<file path="src/rtl/nvram_port_arbiter.sv">
// Shares the core memory port between the download stream and hiscore NVRAM
// accesses; hiscore transfers are bracketed by a CPU pause handshake.
module nvram_port_arbiter #(
   parameter int unsigned DUMP_W   = 10,
   parameter logic [7:0]  NV_INDEX = 8'd4,
   parameter int unsigned PAUSEPAD = 2,
   parameter int unsigned TIMEOUT  = 255
) (
   input  logic              clk_sys,
   input  logic              reset_n,
   input  logic              dl_active,
   input  logic [7:0]        dl_index,
   input  logic              dl_wr,
   input  logic [15:0]       dl_addr,
   input  logic [7:0]        dl_data,
   input  logic              hs_req,
   input  logic              hs_we,
   input  logic [DUMP_W-1:0] hs_addr,
   input  logic [7:0]        hs_wdata,
   output logic              hs_ack,
   output logic [7:0]        hs_rdata,
   output logic              hs_err,
   output logic              pause_req,
   input  logic              paused,
   output logic [15:0]       mem_addr,
   output logic [7:0]        mem_wdata,
   output logic              mem_rom_wr,
   output logic              mem_nv_wr,
   output logic              mem_nv_sel,
   input  logic [7:0]        mem_rdata,
   output logic              busy
);

   typedef enum logic [2:0] {
      S_IDLE, S_DOWNLOAD, S_PAUSE_WAIT, S_PAD, S_ACCESS, S_READ_WAIT, S_RELEASE
   } state_t;

   localparam logic [7:0] PAD_LAST = 8'(PAUSEPAD - 1);
   localparam logic [7:0] TO_LAST  = 8'(TIMEOUT - 1);

   state_t      state_q, state_d;
   logic [7:0]  cnt_q, cnt_d;
   logic [15:0] addr_d;
   logic [7:0]  wdata_d, rdata_d;
   logic        sel_d, pause_d, ack_d, err_d, rom_wr_d, nv_wr_d;
   logic        load_acc, after_ack, is_nv, is_rom;

   assign is_nv  = (dl_index == NV_INDEX);
   assign is_rom = (dl_index == 8'd0);
   assign busy   = (state_q != S_IDLE);

   always_comb begin
      state_d   = state_q;
      cnt_d     = cnt_q;
      addr_d    = mem_addr;
      wdata_d   = mem_wdata;
      rdata_d   = hs_rdata;
      sel_d     = mem_nv_sel;
      pause_d   = pause_req;
      ack_d     = 1'b0;
      err_d     = 1'b0;
      rom_wr_d  = 1'b0;
      nv_wr_d   = 1'b0;
      load_acc  = 1'b0;
      after_ack = 1'b0;
      if (dl_active) begin
         state_d  = S_DOWNLOAD;
         cnt_d    = '0;
         addr_d   = dl_addr;
         wdata_d  = dl_data;
         sel_d    = is_nv;
         pause_d  = 1'b0;
         rom_wr_d = dl_wr & is_rom;
         nv_wr_d  = dl_wr & is_nv & ~is_rom;
      end else begin
         unique case (state_q)
            S_IDLE: begin
               if (hs_req) begin
                  state_d = S_PAUSE_WAIT;
                  pause_d = 1'b1;
                  cnt_d   = '0;
               end
            end
            S_DOWNLOAD: begin
               state_d = S_IDLE;
               sel_d   = 1'b0;
            end
            S_PAUSE_WAIT: begin
               if (paused) begin
                  cnt_d = '0;
                  if (PAUSEPAD == 0) load_acc = 1'b1;
                  else               state_d  = S_PAD;
               end else if (cnt_q == TO_LAST) begin
                  state_d = S_IDLE;
                  err_d   = 1'b1;
                  pause_d = 1'b0;
               end else begin
                  cnt_d = cnt_q + 8'd1;
               end
            end
            S_PAD: begin
               if (cnt_q == PAD_LAST) load_acc = 1'b1;
               else                   cnt_d    = cnt_q + 8'd1;
            end
            // The acknowledge cycle is spent in the issuing state; hs_ack marks it.
            S_ACCESS: begin
               if (hs_ack) begin
                  after_ack = 1'b1;
               end else if (hs_we) begin
                  ack_d   = 1'b1;
                  nv_wr_d = 1'b1;
               end else begin
                  state_d = S_READ_WAIT;
               end
            end
            S_READ_WAIT: begin
               if (hs_ack) begin
                  after_ack = 1'b1;
               end else begin
                  ack_d   = 1'b1;
                  rdata_d = mem_rdata;
               end
            end
            S_RELEASE: state_d = S_IDLE;
            default:   state_d = S_IDLE;
         endcase
         if (after_ack) begin
            if (hs_req) begin
               load_acc = 1'b1;
            end else begin
               state_d = S_RELEASE;
               pause_d = 1'b0;
               sel_d   = 1'b0;
            end
         end
         if (load_acc) begin
            state_d = S_ACCESS;
            addr_d  = 16'(hs_addr);
            wdata_d = hs_wdata;
            sel_d   = 1'b1;
         end
      end
   end

   always_ff @(posedge clk_sys or negedge reset_n) begin
      if (!reset_n) begin
         state_q    <= S_IDLE;
         cnt_q      <= '0;
         mem_addr   <= '0;
         mem_wdata  <= '0;
         hs_rdata   <= '0;
         mem_nv_sel <= 1'b0;
         pause_req  <= 1'b0;
         hs_ack     <= 1'b0;
         hs_err     <= 1'b0;
         mem_rom_wr <= 1'b0;
         mem_nv_wr  <= 1'b0;
      end else begin
         state_q    <= state_d;
         cnt_q      <= cnt_d;
         mem_addr   <= addr_d;
         mem_wdata  <= wdata_d;
         hs_rdata   <= rdata_d;
         mem_nv_sel <= sel_d;
         pause_req  <= pause_d;
         hs_ack     <= ack_d;
         hs_err     <= err_d;
         mem_rom_wr <= rom_wr_d;
         mem_nv_wr  <= nv_wr_d;
      end
   end

endmodule

</file>
<file path="config.mk">
export PLATFORM = sky130hd
export DESIGN_NAME = nvram_port_arbiter
export DESIGN_NICKNAME = d
export VERILOG_FILES = /design/src/rtl/nvram_port_arbiter.sv
export SDC_FILE = /design/constraint.sdc
export NUM_CORES = 1
export LEC_CHECK = 0
export ABC_AREA = 1
export CORE_MARGIN = 10
export CORE_UTILIZATION = 30
export DETAILED_ROUTE_END_ITERATION = 12
export SLEW_MARGIN = 40
export SYNTH_ARGS = -nofsm -noshare
export SYNTH_HDL_FRONTEND = slang
export SYNTH_SLANG_ARGS = --single-unit
export TNS_END_PERCENT = 30
</file>
<file path="constraint.sdc">
create_clock -name clk_sys -period 1.96 [get_ports clk_sys]
set_input_delay 0.196 -clock clk_sys [delete_from_list [all_inputs] [get_ports clk_sys]]
set_output_delay 0.196 -clock clk_sys [all_outputs]
set_load 0.1 [all_outputs]
</file>
==> metrics.txt <==
startpoint kind of the worst setup timing path register; total clock buffers created by CTS 5; port buffer count about 100; total via count after detailed routing ~2.3k; average vias per placed instance 4.61; leading register cell type out of synthesis dfrtp_1; hold violation total from the final report 0; CTS tree yes; final cell area excluding filler cells 3710 µm²; count of pins on the block boundary roughly 100; maximum number of pins on one net before global-route repair 32; Setup Skew 0.00611 ns; final instance count without filler cells between 500 and 600; Worst Path Arrival 1.87 ns; TritonCTS Sinks between 40 and 50; synthesized-area fraction occupied by ao, oa, aoi and oai cells 10.2%; remaining antenna violation count 0; final standard cell utilization of the core 45.0%; cell area after placement 3620 µm²; unrepaired setup endpoints after global routing no; Gate Count Post-Synth 290; clock network power share 21.1%; first-pass GRT wire length approximately 12000 µm; Register Area 1230 µm²; Critical Path End Type register; fraction of the yosys area taken by sequential cells 48.0%; leading cell types by total area after synthesis dfrtp_1 48%, nand2_1 11%, nand3_1 6.9%, o21a_1 5.3%, mux2_2 3.5%; worst skew pair latency about 0.3 ns; final global-route overflow total 0; sequential fraction of design power 40.9%; final weighted congestion in routability-driven placement 0.885; basic-gate share of the synthesized area counting and, or, nand and nor cells around 30%; endpoints failing setup 0; critical path peak fanout 31; maximum level of the CTS H-tree 2; final critical delay including setup and external delays 1.67 ns; Sum Neg Setup Slack 0 ns; starting density of the core 30.9%; Setup Fix Bufs, Post-CTS 0; Pre-Repair DR Iteration Count 4; worst endpoint required time 2.16 ns; Net Sw Power 1130 µW; core region area about 8300 µm²; share of cells above drive strength 1 20.2%; fraction of the mapped netlist area in adder cells 1.47%; global-route usage over all layers between 10% and 20%; Mapped Avg Cell Area 8.81 µm²; number of placed instances with taps included 493; die area 12600 µm²; overall die width 112 µm; number of synthesized register bits between 40 and 50; Post-Synthesis Net Count 358; # DRC 0; Final Slew Violations 0; main combinational cell family by area after synthesis simple AND/OR/NAND/NOR gates; number of placement rows 33; most area-hungry cell type in the Yosys netlist dfrtp_1; Longest Clk Path Bufs 2; maximum vdd ir drop roughly 0.36 mV; initial antenna violation count 0; most frequent cell after synthesis nand2_1; Slew @ Worst Pin 0.584 ns; Layout fillers 838; worst slew slack as a fraction of its limit 61.0%; iteration-0 DRC count of the detailed router 60; portion of netlist area occupied by mux cells under 10%; result of the run completed; slack of the worst reg-to-reg path 0.29 ns; share of the synthesized area in the top cell type 48.0%; type of the tightest min-delay check in -> async; wire length per cell after detailed routing between 10 and 15 µm; final antenna diode count 0; vias in the first global route 2462; Static Leak 0.00176 µW; wirelength, routed 7270 µm; number of synthesized flops with an enable pin 0; vertical extent of the die 112 µm; Design Power 2780 µW; critical path class reg -> reg; post-synthesis xor/xnor area fraction approximately 1.0%; area of the mapped netlist 2550 µm²; cell at the root of the clock tree clkbuf_8; fraction of registers with async set/reset 100%; # nets final between 400 and 500; Pwr per Cell Area 748 nW/µm²; Clk pin slew, worst setup/hold paths approximately 0.09 ns; total of warnings raised by yosys 0; internal power 1640 µW; Post-synth top cells 74 x nand2_1, 49 x dfrtp_1, 35 x nand3_1; total area of multi-input combinational cells 1160 µm²; Cell variety after synth 33; HPWL Detailed slightly below 6000 µm; portion of the clock cycle consumed by the worst path in the final layout approximately 85%; top achievable clock speed 598 MHz; fraction of power consumed by combinational cells 37.9%; max-capacitance violation count 0; switching fraction of total power about two fifths; post-synthesis to final-layout area growth 45.3%
-- cells by family after synthesis --
family / Yosys count
AOI/OAI and AO/OA: 41
xor gates and xnor gates: 3
adders and majority gates: 3
buffers and inverters: 35
DFF: 49
muxes: 8
and+or+nand+nor: 151
-- sequential cells by signal, summed over array words and instances, names as in the netlist --
name        cells
cnt_q           8
hs_ack          1
hs_err          1
hs_rdata        8
mem_addr       16
mem_nv_sel      1
mem_nv_wr       1
mem_rom_wr      1
mem_wdata       8
pause_req       1
state_q         3
-- repair_timing --
action,4_1_cts,5_1_grt
hold endpoints to repair,23,0
hold buffers,1,0
gates resized for setup,0,0
setup endpoints to repair,0,0
-- layer usage --
metal	vias to the layer above	share of wire, %	GRT usage [%]
met5	-	0	0
met1	1075	44	14.0
met4	0	0.58	2.20
li1	1167	-	-
met3	5	6.9	3.94
met2	65	49	19.0
-- area by class of cell --
| cell class | instances | area share [%] |
|---|---|---|
| inverters | 24 | 2.43 |
| multi-input cells | 206 | 31.2 |
| repair buffers | 110 | 27.5 |
| clock buffers | 7 | 2.06 |
| flip-flops and latches | 49 | 33.0 |
| clock inverters | 1 | 0.202 |
| well taps | 105 | 3.54 |
-- final timing paths --
kind | from | endpoint | cells after the start
hold / removal | reset_n | cnt_q[4] | 2
setup / recovery | cnt_q[1] | mem_addr[2] | 9
hold reg to reg | mem_wdata[4] | mem_wdata[4] | 1
min in group clk_sys | dl_addr[11] | mem_addr[11] | 3
setup reg to reg | cnt_q[1] | mem_addr[2] | 9
max in group asynchronous | reset_n | hs_ack | 3
-- stage by stage --
step | setup WS [ns] | hold WS (ns)
2_1_floorplan | 0.164 | -0.0996
3_3_place_gp | 0.318 | 0.241
3_5_place_dp | 0.283 | 0.242
4_1_cts | 0.276 | 0.441
5_1_grt | 0.127 | 0.466
6_report | 0.287 | 0.430
-- cell usage in the layout, fill, tap and decap left out, drive strengths merged, types with 2 or more instances in the layout --
cell type | synthesis | layout
nand4 | 4 | 4
nor3 | 3 | 3
dfrtp | 49 | 49
a21oi | 2 | 2
nand3 | 44 | 44
clkdlybuf4s50 | 0 | 63
o21a | 18 | 18
ha | 3 | 3
nor2 | 21 | 21
mux2 | 8 | 8
nand2 | 77 | 77
xor2 | 3 | 3
inv | 24 | 24
clkbuf | 4 | 7
buf | 7 | 46
o21ai | 17 | 17
-- worst max-delay path: stages, from the launching register on --
cell	delay [ns]
dfrtp_1	0.48
inv_1	0.09
ha_1	0.13
nand3_1	0.08
nor2_1	0.20
nand2_4	0.10
nand3_4	0.08
buf_12	0.18
nand3_1	0.10
o21a_1	0.11
-- power groups by stage --
stage	Clock (µW)	Sequential [µW]	Combinational [µW]
detailed placement	0	1160	1060
floorplan	0	1660	209
CTS	610	1140	1070
global placement	0	1150	1060
finish	587	1140	1050
global route	639	1150	1110
Note: power is estimated with default switching activity, not from simulation.
